## config.mk

```make
export PLATFORM = sky130hd
export DESIGN_NAME = div32_seq
export DESIGN_NICKNAME = d
export VERILOG_FILES = /design/src/rtl/div32_seq.sv
export SDC_FILE = /design/constraint.sdc
export NUM_CORES = 1
export LEC_CHECK = 0
export CORE_UTILIZATION = 55
export DETAILED_ROUTE_END_ITERATION = 8
export GPL_TIMING_DRIVEN = 0
export HOLD_SLACK_MARGIN = 0.03
export PLACE_DENSITY_LB_ADDON = 0.12
export SKIP_CTS_REPAIR_TIMING = 1
export SLEW_MARGIN = 20
export SYNTH_ARGS = -nofsm -noshare
export SYNTH_HDL_FRONTEND = slang
export SYNTH_SLANG_ARGS = --single-unit
```

## constraint.sdc

```tcl
create_clock -name clk -period 8.5 [get_ports clk]
set_clock_uncertainty 0.15 [all_clocks]
set_input_delay 1.275 -clock clk [delete_from_list [all_inputs] [get_ports clk]]
set_output_delay 1.275 -clock clk [all_outputs]
set_load 0.01 [all_outputs]
```

## src/rtl/div32_seq.sv

```systemverilog
// ============================================================================
// Module   : div32_seq
// Brief    : Sequential radix-2 restoring divider. It produces one quotient bit
//            per clock and has fixed latency. Divide-by-zero is reported
//            separately.
//            Optional macro DIV32_SEQ_SIGNED_EN enables two's-complement signed
//            division, which runs the core on operand magnitudes.
// Revision : 1.0 - initial release
// ============================================================================
`default_nettype none

module div32_seq #(
  parameter int WIDTH = 32
) (
  input  logic             clk,
  input  logic             rst,
  input  logic             start,
  input  logic [WIDTH-1:0] dividend,
  input  logic [WIDTH-1:0] divisor,
  output logic             busy,
  output logic             done,
  output logic [WIDTH-1:0] quotient,
  output logic [WIDTH-1:0] remainder,
  output logic             div_by_zero
);

  localparam int             c_CNT_W    = $clog2(WIDTH) + 1;
  localparam logic [c_CNT_W-1:0] c_LAST_CNT = c_CNT_W'(WIDTH - 1);

  localparam logic [1:0] c_IDLE = 2'd0;
  localparam logic [1:0] c_RUN  = 2'd1;
  localparam logic [1:0] c_DONE = 2'd2;

  logic [1:0]         r_state;
  logic [c_CNT_W-1:0] r_cnt;
  logic [WIDTH-1:0]   r_rem;       // partial remainder
  logic [WIDTH-1:0]   r_quo;       // dividend bits shift out, quotient bits shift in
  logic [WIDTH-1:0]   r_dvsr;
  logic [WIDTH-1:0]   r_quotient;
  logic [WIDTH-1:0]   r_remainder;
  logic               r_dbz;

  logic [WIDTH-1:0]   w_a_mag;
  logic [WIDTH-1:0]   w_b_mag;
  logic [WIDTH:0]     w_shift;
  logic [WIDTH+1:0]   w_trial;
  logic               w_borrow;
  logic [WIDTH-1:0]   w_rem_next;
  logic [WIDTH-1:0]   w_quo_next;
  logic [WIDTH-1:0]   w_q_fin;
  logic [WIDTH-1:0]   w_r_fin;

  // One restoring step: shift in the next dividend bit, trial-subtract the divisor
  always_comb begin
    w_shift    = {r_rem, r_quo[WIDTH-1]};
    w_trial    = {1'b0, w_shift} - {2'b00, r_dvsr};
    w_borrow   = w_trial[WIDTH+1];
    w_rem_next = w_borrow ? w_shift[WIDTH-1:0] : w_trial[WIDTH-1:0];
    w_quo_next = {r_quo[WIDTH-2:0], ~w_borrow};
  end

`ifdef DIV32_SEQ_SIGNED_EN
  logic r_neg_q;
  logic r_neg_r;

  // Signed operands enter the core as magnitudes; signs are restored at the end
  always_comb begin
    w_a_mag = dividend[WIDTH-1] ? ({WIDTH{1'b0}} - dividend) : dividend;
    w_b_mag = divisor[WIDTH-1]  ? ({WIDTH{1'b0}} - divisor)  : divisor;
    w_q_fin = r_neg_q ? ({WIDTH{1'b0}} - w_quo_next) : w_quo_next;
    w_r_fin = r_neg_r ? ({WIDTH{1'b0}} - w_rem_next) : w_rem_next;
  end

  // Remember result signs: quotient negative when signs differ, remainder follows dividend
  always_ff @(posedge clk or posedge rst) begin
    if (rst) begin
      r_neg_q <= 1'b0;
      r_neg_r <= 1'b0;
    end else if (r_state == c_IDLE && start) begin
      r_neg_q <= dividend[WIDTH-1] ^ divisor[WIDTH-1];
      r_neg_r <= dividend[WIDTH-1];
    end
  end
`else
  // Unsigned build: operands and results pass straight through
  always_comb begin
    w_a_mag = dividend;
    w_b_mag = divisor;
    w_q_fin = w_quo_next;
    w_r_fin = w_rem_next;
  end
`endif

  // Control FSM, iteration datapath and result registers
  always_ff @(posedge clk or posedge rst) begin
    if (rst) begin
      r_state     <= c_IDLE;
      r_cnt       <= '0;
      r_rem       <= '0;
      r_quo       <= '0;
      r_dvsr      <= '0;
      r_quotient  <= '0;
      r_remainder <= '0;
      r_dbz       <= 1'b0;
    end else begin
      case (r_state)
        c_IDLE: begin
          if (start) begin
            r_rem  <= '0;
            r_cnt  <= '0;
            r_quo  <= w_a_mag;
            r_dvsr <= w_b_mag;
            if (divisor == '0) begin
              // Zero divisor skips the iterations; results are known immediately
              r_quotient  <= '1;
              r_remainder <= dividend;
              r_dbz       <= 1'b1;
              r_state     <= c_DONE;
            end else begin
              r_state <= c_RUN;
            end
          end
        end
        c_RUN: begin
          r_rem <= w_rem_next;
          r_quo <= w_quo_next;
          r_cnt <= r_cnt + 1'b1;
          if (r_cnt == c_LAST_CNT) begin
            // Final step: publish results so they are valid in the done cycle
            r_quotient  <= w_q_fin;
            r_remainder <= w_r_fin;
            r_dbz       <= 1'b0;
            r_state     <= c_DONE;
          end
        end
        c_DONE: begin
          r_state <= c_IDLE;
        end
        default: begin
          r_state <= c_IDLE;
        end
      endcase
    end
  end

  assign busy        = (r_state != c_IDLE);
  assign done        = (r_state == c_DONE);
  assign quotient    = r_quotient;
  assign remainder   = r_remainder;
  assign div_by_zero = r_dbz;

endmodule

`default_nettype wire

```

# Word-level counts from Yosys, hierarchy flattened
# Index checks and enable logic that the tools add are counted.
# op_classes
n_addsub	2
n_eq_ne	6
n_mux	23
n_bitwise	1
n_reduce_logical	8
# op_table
cell	n
32-bit two-way mux	9
32-bit case mux with 2 select lines	4
33-bit by 32-bit subtractor with 34-bit output	1
32-bit zero test	1
6-bit case mux with 2 select lines	1
6-bit by 1-bit adder with 6-bit output (second input constant)	1
6-bit by 5-bit equality test with 1-bit output (second input constant)	1
2-bit two-way mux	3
6-bit two-way mux	1
2-bit != test (second input constant)	3
2-bit AND reduction	3
2-bit case mux with 2 select lines	1
4-bit AND reduction	1
2-bit nonzero test	2
1-bit two-way mux	3
2-bit by 1-bit equality test with 1-bit output (second input constant)	1
2-bit equality test (second input constant)	1
2-bit zero test	1
1-bit case mux with 2 select lines	1
1-bit NOT	1
# totals
reg_bits	169
input_bits	67
out_inout_bits	67
wordCells	48

# Longest topological paths before layout
# depth
depth_word	4
depth_mapped	13
ltp_nobuf	12

# Least setup slack after synthesis
# No wires, ideal clock.
# synth_path
kind	in2reg
from	input port divisor[25]
to	register r_remainder[20], in the netlist remainder[20]
setup_time_ps	87
arrival_time_ps	2802
required_ps	8263
slack_ps	5461
path_stages	11
path_buffers	2
path_cell_list	nor4_1 nand4_1 nor2_1 nand2_1 o21ai_0 nand2b_1 clkbuf_1 inv_1 clkbuf_1 nand2_1 o211ai_1
# synth_via
elab_chain_cells	3
# synth_lines
item	line_no	text
from (decl)	19	input logic [WIDTH-1:0] divisor,
32-bit zero test	113	if (divisor == '0) begin
2-bit != test (no source line)	n/a	
4-bit AND reduction (no source line)	n/a	
to (signal assigned)	116	r_remainder <= dividend;
to (signal assigned)	131	r_remainder <= w_r_fin;
to (decl)	40	logic [WIDTH-1:0] r_remainder;
# Every way passes these cells.
# A chain may end at the register's enable or synchronous reset.

# Worst setup path after layout
# layout_path
from	input port divisor[0]
to	register r_remainder[14], in the netlist remainder[14]
# Same word-level chain as after synthesis.

==> flow_summary.json <==
{
  "core_sq_um": 16000,
  "grt_start_max_net_pins": 91,
  "maxSlewViolCount": 0,
  "status": "completed",
  "place_hpwl_mm": 20.2,
  "worstSetupEndpointType": "flip-flop",
  "row_count": 46,
  "yosys-top-cells-area": "dfrtp_1, o21ai_0, nand2_1",
  "synth.avg_cell_area_sq_um": 8.65,
  "pin_count": 134,
  "maxCapViolCount": 0,
  "setup_viol": 0,
  "numPortBuffers": 133,
  "hold_viol": 0,
  "hp-class": "reg -> reg",
  "design_area_sq_um": 11400,
  "num-fill-cells": 1292,
  "timing.final.crit_share": 0.490,
  "antennaDiodeCount": 0,
  "seq_area_sq_um": 4230,
  "synth_seq_cells": 169,
  "rsz0062_at_grt": "no",
  "grt_first_pass_wirelength_mm": 42.1,
  "fin_crit_ps": 4170,
  "syn2layout_area_growth_pct": 24.8,
  "postLayoutCoreUtil": 0.711,
  "setup_tns_ps": 0,
  "root_buffer": "clkbuf_16",
  "yosys_warnings": 0,
  "grt_pass1_vias": 8086,
  "r2r_start": "r_quo[31]",
  "whs_endpoint": "remainder[2]",
  "cts_max_level": 4,
  "path_cells": "clkdlybuf4s50_1 > nor4_1 > nand4_1 > nor2_1 > nand2_1 > o21ai_0 > nand2b_1 > clkbuf_1 > inv_1 > clkbuf_1 > o21ai_0 > o21ai_0",
  "netlist_top_cells_count": "dfrtp_1, nand2_1, nor2_1, o21ai_0, a21oi_1",
  "yosysTopAreaCell": "dfrtp_1",
  "critPathMaxStageDelay_ps": 480,
  "dieArea_sq_um": 17100,
  "critPathArrivalTime_ps": 4370,
  "slowest_stage": "nor4_1",
  "vdd.ir_drop.worst_uv": 378,
  "drtPass1Iterations": 7,
  "p_per_area_nw_per_um2": 514,
  "crit_type": "in -> reg",
  "instances_no_fill": 1435,
  "tightestPinTransition_ps": 858,
  "grt_usage": 0.329,
  "seq_area_frac_synth": 0.464,
  "r2r-end": "remainder[24]",
  "die_h_um": 131,
  "fmax_ghz": 0.240,
  "placed_cells": 1403,
  "slew_headroom": 0.428,
  "antenna_left": 0,
  "fin_nets": 1307,
  "reg2reg_depth": 12,
  "synth.top_cell.area_share": 0.464,
  "hold_start": "remainder[2]",
  "vias": 8450,
  "reg2reg_slack_ps": 5280,
  "tritoncts": "yes",
  "p_leak_nw": 4.99,
  "syn_inst": 1053,
  "syn-cell-area_sq_um": 9110,
  "synth-edff-count": 0,
  "gp_congestion": 0.897,
  "initial_core_util": 0.569,
  "grt-ovfl-total": 0,
  "die_w_um": 131,
  "cts_sinks": 169,
  "route.detailed.drc": 0,
  "first_iter_violations": 654,
  "worstPathRequired_ps": 8700,
  "vias_per_cell": 5.89,
  "whs_path_depth": 1,
  "yosysMostFrequentCell": "dfrtp_1",
  "numCtsBuffers": 17,
  "async_flop_share": 1.00,
  "wire_per_inst_um": 18.6,
  "cts.path.max_buffers": 2,
  "hold_slack_ps": 333,
  "drive_above_1_share": 0.0599,
  "cpMostUsedCell": "o21ai_0",
  "place_area_sq_um": 10700,
  "drt_wl_total_mm": 26.8,
  "grt_antenna_before_repair": 0,
  "multi_input_comb_area_sq_um": 4490,
  "synthFlopType": "dfrtp_1",
  "crit_fanout": 10,
  "critPathLaunchType": "input pin",
  "syn_nets": 1154,
  "clkLatencyLatePin_ps": 450,
  "clk_pin_slew_ps": 70,
  "synth_cell_types": 65
}
-- stage by stage --
step	worst slack, ps	power (mW)
2_1_floorplan	2500	3.86
3_3_place_gp	189	4.91
3_5_place_dp	3880	4.99
4_1_cts	4260	5.83
5_1_grt	4000	6.28
6_report	4330	5.85
-- worst max-delay path by stage --
stage / depth (start not counted) / from / to
after floorplan: 1 / rst / div_by_zero
after global placement: 2 / rst / r_dvsr[7]
after detailed placement: 12 / divisor[0] / remainder[20]
after CTS: 12 / divisor[0] / remainder[14]
after global routing: 12 / divisor[0] / remainder[14]
final: 12 / divisor[0] / remainder[14]
-- flip-flops by register name, indices dropped and copies added, names as in the netlist --
signal       flops
div_by_zero      1
quotient        32
r_cnt            6
r_dvsr          32
r_quo           32
r_rem           32
r_state          2
remainder       32
-- cell type report --
type                    instances  area share
repair buffers                134       0.119
well taps                     216      0.0238
clock buffers                  17      0.0374
flip-flops and latches        169       0.372
clock inverters                15      0.0176
multi-input cells             785       0.394
plain buffers                  58      0.0212
inverters                      41      0.0142
-- per-layer routing --
layer | vias to the layer above | track usage | routed length (um)
met2 | 350 | 0.540 | 12900
met5 | - | 0 | 0
met4 | 0 | 0.114 | 695
li1 | 3955 | - | -
met1 | 4087 | 0.441 | 11500
met3 | 58 | 0.0582 | 1750
-- worst max-delay path, delay by kind of cell --
family	cells	cell delay [ps]
AND/OR/NAND/NOR	5	1190
buffers and inverters	4	1290
AO/OA/AOI/OAI	3	590
-- power by group --
part           internal (mW)  switching (mW)  leakage, nW
registers               1.23           0.254         1.93
clock network          0.426           0.383        0.302
logic                   1.48            2.09         2.76
total                   3.13            2.72         4.99
-- layout by cell type (no fill, tap or decap), drive strengths merged, types with 8 or more instances in the layout --
cell type	n
xor2	12
o21a	12
a21oi	70
inv	48
nor4	13
a31oi	8
xnor2	18
dfrtp	169
clkbuf	57
clkdlybuf4s50	133
mux2i	18
nor3	39
nand2	143
a21o	26
buf	19
o21ai	144
nor2	136
nand2b	10
o211ai	12
nand3	30
ha	33
-- logic make-up (layout without fill, tap and decap cells) --
| logic type | count (synthesis) | count (layout) | synth area share |
|---|---|---|---|
| multiplexers | 21 | 21 | 0.0235 |
| buffers and inverters | 99 | 265 | 0.0434 |
| flip-flops | 169 | 169 | 0.464 |
| AND/OR/NAND/NOR | 397 | 397 | 0.192 |
| adder cells (fa/ha/maj) | 34 | 34 | 0.0475 |
| AO/OA/AOI/OAI | 303 | 303 | 0.200 |
| XOR/XNOR | 30 | 30 | 0.0288 |
(Power assumes the default switching activity.)
